File: src/rtl/ysyx_25030077_ifq_pkg.sv
// Shared types and constants for the instruction-fetch queue.
// The bus response code for a good read lives here.
package ysyx_25030077_ifq_pkg;

  typedef enum logic {
    ST_NORMAL = 1'b0,
    ST_DRAIN  = 1'b1
  } ifq_state_t;

  localparam logic [1:0] RESP_OKAY = 2'b00;

endpackage

File: src/rtl/ysyx_25030077_fifo.sv
// Parametrised circular FIFO with wrapping pointers, an occupancy count and a one-cycle flush.
// The head entry is always visible; push and pop are never checked against full/empty here.
module ysyx_25030077_fifo
  import ysyx_25030077_ifq_pkg::*;
#(
  parameter int WIDTH = 32,
  parameter int DEPTH = 4
) (
  input  logic                     clock,
  input  logic                     reset,
  input  logic                     flush,
  input  logic                     push,
  input  logic [WIDTH-1:0]         push_data,
  input  logic                     pop,
  output logic [WIDTH-1:0]         head,
  output logic [$clog2(DEPTH):0]   count
);

  localparam int PTR_W = (DEPTH > 1) ? $clog2(DEPTH) : 1;
  localparam int CNT_W = $clog2(DEPTH) + 1;

  logic [WIDTH-1:0] mem [DEPTH];
  logic [PTR_W-1:0] wr_ptr;
  logic [PTR_W-1:0] rd_ptr;

  // Explicit wrap keeps a 1-entry FIFO (1-bit pointer) pinned at index 0.
  function automatic logic [PTR_W-1:0] bump(input logic [PTR_W-1:0] p);
    return (p == PTR_W'(DEPTH - 1)) ? '0 : p + PTR_W'(1);
  endfunction

  assign head = mem[rd_ptr];

  always_ff @(posedge clock) begin
    if (!reset) begin
      wr_ptr <= '0;
      rd_ptr <= '0;
      count  <= '0;
    end else if (flush) begin
      wr_ptr <= '0;
      rd_ptr <= '0;
      count  <= '0;
    end else begin
      if (push) wr_ptr <= bump(wr_ptr);
      if (pop)  rd_ptr <= bump(rd_ptr);
      case ({push, pop})
        2'b10:   count <= count + CNT_W'(1);
        2'b01:   count <= count - CNT_W'(1);
        default: count <= count;
      endcase
    end
  end

  always_ff @(posedge clock) begin
    if (push) mem[wr_ptr] <= push_data;
  end

endmodule

File: src/rtl/ysyx_25030077_ifq.sv
// Instruction-fetch queue: buffers fetch addresses, issues bus ARs with a cap on reads in
// flight, tags in-order R beats with their address, and discards beats orphaned by a flush.
//
//   state     | meaning
//   ----------+-----------------------------------------------------------
//   ST_NORMAL | no stale reads pending; R beats are forwarded as responses
//   ST_DRAIN  | stale > 0; R beats are accepted and silently dropped
module ysyx_25030077_ifq
  import ysyx_25030077_ifq_pkg::*;
#(
  parameter int ADDR_W  = 32,
  parameter int DATA_W  = 32,
  parameter int DEPTH   = 4,
  parameter int MAX_OUT = 2
) (
  input  logic                   clock,
  input  logic                   reset,
  input  logic                   io_rd_Req_valid,
  output logic                   io_rd_Req_ready,
  input  logic [ADDR_W-1:0]      io_rd_Req_bits_addr,
  output logic                   io_ar_valid,
  input  logic                   io_ar_ready,
  output logic [ADDR_W-1:0]      io_ar_bits_addr,
  input  logic                   io_r_valid,
  output logic                   io_r_ready,
  input  logic [DATA_W-1:0]      io_r_bits_data,
  input  logic [1:0]             io_r_bits_resp,
  output logic                   io_rsp_valid,
  input  logic                   io_rsp_ready,
  output logic [ADDR_W-1:0]      io_rsp_bits_addr,
  output logic [DATA_W-1:0]      io_rsp_bits_inst,
  output logic                   io_rsp_bits_err,
  input  logic                   io_flush,
  output logic [$clog2(DEPTH):0] io_count
);

  localparam int CNT_W = $clog2(DEPTH) + 1;
  localparam int OUT_W = $clog2(MAX_OUT) + 1;

  ifq_state_t        state;
  logic [CNT_W-1:0]  q_count;
  logic [ADDR_W-1:0] q_head;
  logic [OUT_W-1:0]  outstanding;
  logic [ADDR_W-1:0] inflight_head;
  logic [OUT_W-1:0]  stale;
  logic [OUT_W-1:0]  stale_nxt;
  logic              draining;
  logic              enq;
  logic              ar_fire;
  logic              r_fire;

  assign draining = (state == ST_DRAIN);

  // Every handshake output is gated by reset so the ports read idle before the first edge.
  assign io_rd_Req_ready  = reset && (q_count < CNT_W'(DEPTH));
  assign io_ar_valid      = reset && (q_count != '0) && (outstanding < OUT_W'(MAX_OUT)) && !io_flush;
  assign io_ar_bits_addr  = q_head;
  assign io_r_ready       = reset && (draining || io_rsp_ready);
  assign io_rsp_valid     = reset && io_r_valid && !draining && !io_flush;
  assign io_rsp_bits_addr = inflight_head;
  assign io_rsp_bits_inst = io_r_bits_data;
  assign io_rsp_bits_err  = (io_r_bits_resp != RESP_OKAY);
  assign io_count         = reset ? q_count : '0;

  assign enq     = io_rd_Req_valid && io_rd_Req_ready && !io_flush;
  assign ar_fire = io_ar_valid && io_ar_ready;
  assign r_fire  = io_r_valid && io_r_ready;

  ysyx_25030077_fifo #(
    .WIDTH (ADDR_W),
    .DEPTH (DEPTH)
  ) u_req_q (
    .clock     (clock),
    .reset     (reset),
    .flush     (io_flush),
    .push      (enq),
    .push_data (io_rd_Req_bits_addr),
    .pop       (ar_fire),
    .head      (q_head),
    .count     (q_count)
  );

  // Never flushed: stale beats still have to retire their in-flight entries in order.
  ysyx_25030077_fifo #(
    .WIDTH (ADDR_W),
    .DEPTH (MAX_OUT)
  ) u_inflight_q (
    .clock     (clock),
    .reset     (reset),
    .flush     (1'b0),
    .push      (ar_fire),
    .push_data (q_head),
    .pop       (r_fire),
    .head      (inflight_head),
    .count     (outstanding)
  );

  always_comb begin
    stale_nxt = stale;
    if (io_flush)
      stale_nxt = outstanding - OUT_W'(r_fire);
    else if (draining && r_fire)
      stale_nxt = stale - OUT_W'(1);
  end

  always_ff @(posedge clock) begin
    if (!reset) begin
      state <= ST_NORMAL;
      stale <= '0;
    end else begin
      stale <= stale_nxt;
      case (state)
        ST_NORMAL: state <= (stale_nxt != '0) ? ST_DRAIN : ST_NORMAL;
        ST_DRAIN:  state <= (stale_nxt == '0) ? ST_NORMAL : ST_DRAIN;
        default:   state <= ST_NORMAL;
      endcase
    end
  end

endmodule

File: config.mk
export PLATFORM = sky130hd
export DESIGN_NAME = ysyx_25030077_ifq
export DESIGN_NICKNAME = d
export VERILOG_FILES = /design/src/rtl/ysyx_25030077_ifq_pkg.sv /design/src/rtl/ysyx_25030077_fifo.sv /design/src/rtl/ysyx_25030077_ifq.sv
export SDC_FILE = /design/constraint.sdc
export NUM_CORES = 1
export LEC_CHECK = 0
export BUFFER_PORTS_ARGS = -buffer_cell sky130_fd_sc_hd__buf_2
export CORE_UTILIZATION = 58
export DETAILED_ROUTE_END_ITERATION = 16
export PLACE_DENSITY_LB_ADDON = 0.1
export SYNTH_ARGS = -nofsm -noshare
export SYNTH_HDL_FRONTEND = slang
export SYNTH_SLANG_ARGS = --single-unit
File: constraint.sdc
create_clock -name clock -period 5.8 [get_ports clock]
set_clock_uncertainty 0.1 [all_clocks]
set_input_delay 0.87 -clock clock [delete_from_list [all_inputs] [get_ports clock]]
set_output_delay 0.87 -clock clock [all_outputs]
set_load 0.01 [all_outputs]
Word level (Yosys, flattened, before mapping). Memories as Yosys holds them, arrays and structs flattened. A register that Yosys moved wholly into a read port is not among the register bits. Cells that the tools add are included. W data, S select, Z words.

Bits in writable memories: 192. Flip-flop bits (word level): 14. Word-level logic and storage cells: 73. Memories: 2. Input bits: 73. Output and inout bits: 104.

Memory list: u_req_q.mem (words 4, bits a word 32, rd ports 1, clocked after memory_dff 1, write ports 1, RTL line ysyx_25030077_fifo.sv:22) `logic [WIDTH-1:0] mem [DEPTH];`; u_inflight_q.mem (words 2, bits a word 32, rd ports 1, clocked after memory_dff 1, write ports 1, RTL line ysyx_25030077_fifo.sv:22).

Reduce and logical (&&, ||, !) cells: 23. $lt $le $gt $ge: 2. Mux-type cells: 20. Add/subtract/negate cells: 10. Bitwise operators: 2. Equality and inequality tests: 6.

Operators with widths (count): $logic_and A1 B1 Y1 (13); $mux W2 (6); $mux W1 (10); $eq A2 B2 Y1 const B (4); $reduce_bool A2 Y1 (4); $add A2 B1 Y2 const B (3); $pmux W3 S2 (1); $eq A2 B1 Y1 const B (2); $pmux W2 S2 (1); $sub A2 B1 Y2 const B (2); $add A3 B1 Y3 const B (1); $lt A3 B3 Y1 const B (1); $mux W3 (1); $reduce_bool A3 Y1 (1); $sub A3 B1 Y3 const B (1); $add A1 B1 Y1 const B (2); $logic_not A1 Y1 (2); $logic_not A2 Y1 (1); $lt A2 B2 Y1 const B (1); $not A1 Y1 (2); $pmux W1 S2 (1); $reduce_or A2 Y1 (1); $sub A2 B1 Y2 (1); $logic_or A1 B1 Y1 (1).

Depth between registers and ports, before layout.
Depth in word-level cells: 9. Mapped depth: 10. Mapped depth without buffers: 9.

Cells and area by module. A second synthesis with hierarchy kept.

Cell total of the unflattened synthesis: 400. Area total of the unflattened synthesis: 8107.8 µm².

By module, submodules not included: ysyx_25030077_fifo at u_req_q (times used 1, area each 5101.1 µm², cells an instance 214); ysyx_25030077_fifo at u_inflight_q (times used 1, area each 2508.7 µm², cells an instance 121); ysyx_25030077_ifq (times used 1, area each 498.0 µm², cells an instance 65).

Worst setup path after synthesis. No wires, ideal clock.

Path kind: input-to-reg. From: in io_flush. To: mem u_inflight_q.mem[1][0] (enable). Required time: 5279 ps. Slack: 2503 ps. Arrival time: 2776 ps. Path buffers: 1. Stages: 5. Setup time: 421 ps. Cell sequence: nand2b_1 buf_6 nor3_4 inv_2 nor2_1.

Longest elaborated chain between the ends: 5.

RTL lines: from (decl) (RTL line ysyx_25030077_ifq.sv:33) `input logic io_flush,`; $logic_not A1 Y1 (RTL line ysyx_25030077_ifq.sv:56) `assign io_ar_valid = reset && (q_count != '0) && (outstanding < OUT_W'(MAX_OUT)) && !io_flush;`; $logic_and A1 B1 Y1 (RTL line ysyx_25030077_ifq.sv:56); $logic_and A1 B1 Y1 (RTL line ysyx_25030077_ifq.sv:66) `assign ar_fire = io_ar_valid && io_ar_ready;`; $mux W1 (RTL line ysyx_25030077_fifo.sv:54) `if (push) mem[wr_ptr] <= push_data;`; $mux W1 (not written as such) (RTL line ysyx_25030077_fifo.sv:54); to (decl) (RTL line ysyx_25030077_fifo.sv:22).

Every way passes these cells.

==> summary.md <==
| Metric | Value |
|---|---|
| Status | complete, no violations |
| Placed Cells | 648 |
| Worst Tran Pin Value | 1.01 ns |
| Total die area | 14500 um^2 |
| Largest net degree at the start of global routing | 33 |
| Core Util, Final | 0.689 |
| Setup CP Type | flop to output port |
| Dpl hpwl | 7960 um |
| Overall Power | 0.00310 W |
| First-pass GRT wire length | 20800 um |
| CTS buffer count | 21 |
| Starting Density | 0.603 |
| Largest cells by area after synthesis | edfxtp_1, mux4_2, dfxtp_1 |
| Post-route insts no fill | 685 |
| Synth Area in XOR/XNOR | 0.00648 |
| Maximum VDD drop | 0.000269 V |
| Sequential cell area fraction in the yosys report | 0.753 |
| Vias post-DR | 3798 |
| NumNets Final | 577 |
| # H-tree levels | 1 |
| Row Count | 42 |
| Post_cts resized | 0 |
| Final setup fails | 0 |
| Pleak | 3.22 nW |
| Hold WS | 0.374 ns |
| Final antenna-violating net count | 0 |
| Synth Area in Adders | 0.0148 |
| Seq cells post-synth | 209 |
| Mux cell area share after synthesis | 0.136 |
| Pwr per Cell Area | 334 nW/um^2 |
| Chip height | 120 um |
| Drt total wl | 13300 um |
| Clock Tree Buf Depth | 3 |
| FFs w/ async S/R, synth | 0 |
| Critical path cell sequence | buf_4, mux4_2, buf_2 |
| Syn_nets | 486 |
| Residual DRC count | 0 |
| Synth Area in Compound Gates | 0.0128 |
| Crit path max fanout | 23 |
| Max Freq | 304 MHz |
| Max-cap violations | 0 |
| Buffer count from post-CTS setup fixing | 0 |
| Largest family of logic cells by synthesized area | multiplexers |
| Fin crit share | 0.567 |
| Mapped Cells | 404 |
| Die W | 120 um |
| GR Overflow Total | 0 |
| Vias in the first global route | 3896 |
| Slew Viols, Final | 0 |
| Critical Path RT | 4.83 ns |
| Area growth from synthesis to layout | 14.3% |
| Synth Area in Simple Gates | 0.0310 |
| Worst-path clk slew | 0.06 ns |
| Most instantiated library cell after synthesis | edfxtp_1 |
| Root buffer cell | clkbuf_16 |
| Detailed Routing Iterations Pass 1 | 4 |
| Top FF cell, synth | edfxtp_1 |
| Largest area contributor in the netlist | edfxtp_1 |
| Core ar. | 13500 um^2 |
| Post-synth top cells | edfxtp_1, buf_4, mux4_2, mux2_2, dfxtp_1 |
| DRT iter0 DRCs | 162 |
| EDFF count, synth | 192 |
| Share of cells above drive strength 1 | 0.437 |
| Layout filler cell count | 928 |
| Worst min path class | flop to flop |
| Boundary Pins | 177 |
| Clk Latency, worst-skew pair | 0.49 ns |
| Hold Buf Count CTS | 0 |
| Slowest-stage cell, CP | mux4_2 |
| CP Launch Type | flop |
| Crit. End Element | output port |
| CTS tree | yes |
| Worst rel slew slack | 0.324 |
| Yosys cell types | 43 |
| PortBufs | 112 |
| Clk sinks | 209 |
| Max incr delay on CP | 0.63 ns |
| CP delay by family, top | buffers and inverters |
| RD Place Congestion | 0.746 |
| Data arrival, critical path | 2.32 ns |
| Via/cell ratio | 5.54 |
| CP Buf/Inv Count | 2 |
| Avg Inst Size Synth | 20.1 um^2 |
| Final min period | 3.29 ns |
| Share of Yosys cell area claimed by the top area cell type | 0.711 |
| Initial antenna violation count | 1 |
| Warnings from Yosys | 0 |
| Final hold violation count | 0 |
| Total negative setup slack | 0 ns |
| Routed len/inst | 19.4 um |
| RSZ-0062 raised after global routing | false |
| Tot GR Track Use | 0.192 |
| Netlist Area Pre-Place | 8110 um^2 |
-- routing by layer --
layer  global-route usage  part of all wire
met1                0.259              0.42
met2                0.314              0.49
met3               0.0458             0.067
met4               0.0602             0.020
met5                    0                 0
-- worst paths after layout --
check	start	to	slack, ns	cells past startpoint
worst max-delay path	flop	io_ar_bits_addr[14]	2.51	3
worst min-delay path	u_inflight_q.wr_ptr$_SDFFE_PN0N_	u_inflight_q.wr_ptr$_SDFFE_PN0N_	0.37	2
worst max register to register	u_req_q.count[2]$_SDFFE_PP0P_	u_req_q.count[2]$_SDFFE_PP0P_	3.54	8
worst min register to register	u_inflight_q.wr_ptr$_SDFFE_PN0N_	u_inflight_q.wr_ptr$_SDFFE_PN0N_	0.37	2
-- registers in the layout, summed over array words and instances (netlist names), 2 cells and up, named ones only --
| signal | cells |
|---|---|
| u_req_q.count | 3 |
| u_inflight_q.mem | 64 |
| u_req_q.rd_ptr | 2 |
| u_inflight_q.count | 2 |
| u_req_q.mem | 128 |
| stale | 2 |
| u_req_q.wr_ptr | 2 |
-- tightest hold or removal path: stages (launching register included) --
cell     delay, ns
dfxtp_1       0.31
nand2_1       0.06
o21ai_1       0.05
-- cell usage in the layout, fill, tap and decap left out, types with 5 or more instances in the layout --
cell / n
edfxtp_1: 192
buf_2: 112
mux4_2: 32
mux2_2: 30
clkbuf_16: 21
dfxtp_1: 14
inv_1: 11
ha_1: 8
nor2_1: 6
and2_1: 5
clkinv_2: 5
clkinv_1: 5
-- layout make-up --
cell class / instances / area, um^2 / share of cell area
Antenna cell: 1 / 2.50 / 0.000270
Clock buffer: 21 / 526 / 0.0567
Clock inverter: 15 / 151 / 0.0163
Timing Repair Buffer: 114 / 576 / 0.0621
Inverter: 12 / 45.0 / 0.00486
Tap cell: 176 / 220 / 0.0238
Sequential cell: 209 / 6110 / 0.659
Multi-Input combinational cell: 137 / 1640 / 0.177
-- metrics by stage --
stage	setup slack (ns)	area [um^2]
after floorplan	2.50	8110
after global placement	2.76	8590
after detailed placement	2.65	8590
after CTS	2.43	9270
after global routing	2.31	9270
final	2.51	9270
-- cells by family after synthesis --
kind of cell | count (synthesis)
multiplexers | 66
XOR/XNOR | 6
buffers and inverters | 58
adder cells (fa/ha/maj) | 9
AND/OR/NAND/NOR | 41
AO/OA/AOI/OAI | 15
flip-flops | 209
-- power breakdown --
group | internal, W | leakage, nW | switching, W
clock network | 0.000793 | 0.337 | 0.000527
logic | 0.0000537 | 1.01 | 0.0000573
registers | 0.00166 | 1.87 | 0.0000140
total | 0.00250 | 3.22 | 0.000598
Note: power is estimated with default switching activity, not from simulation.
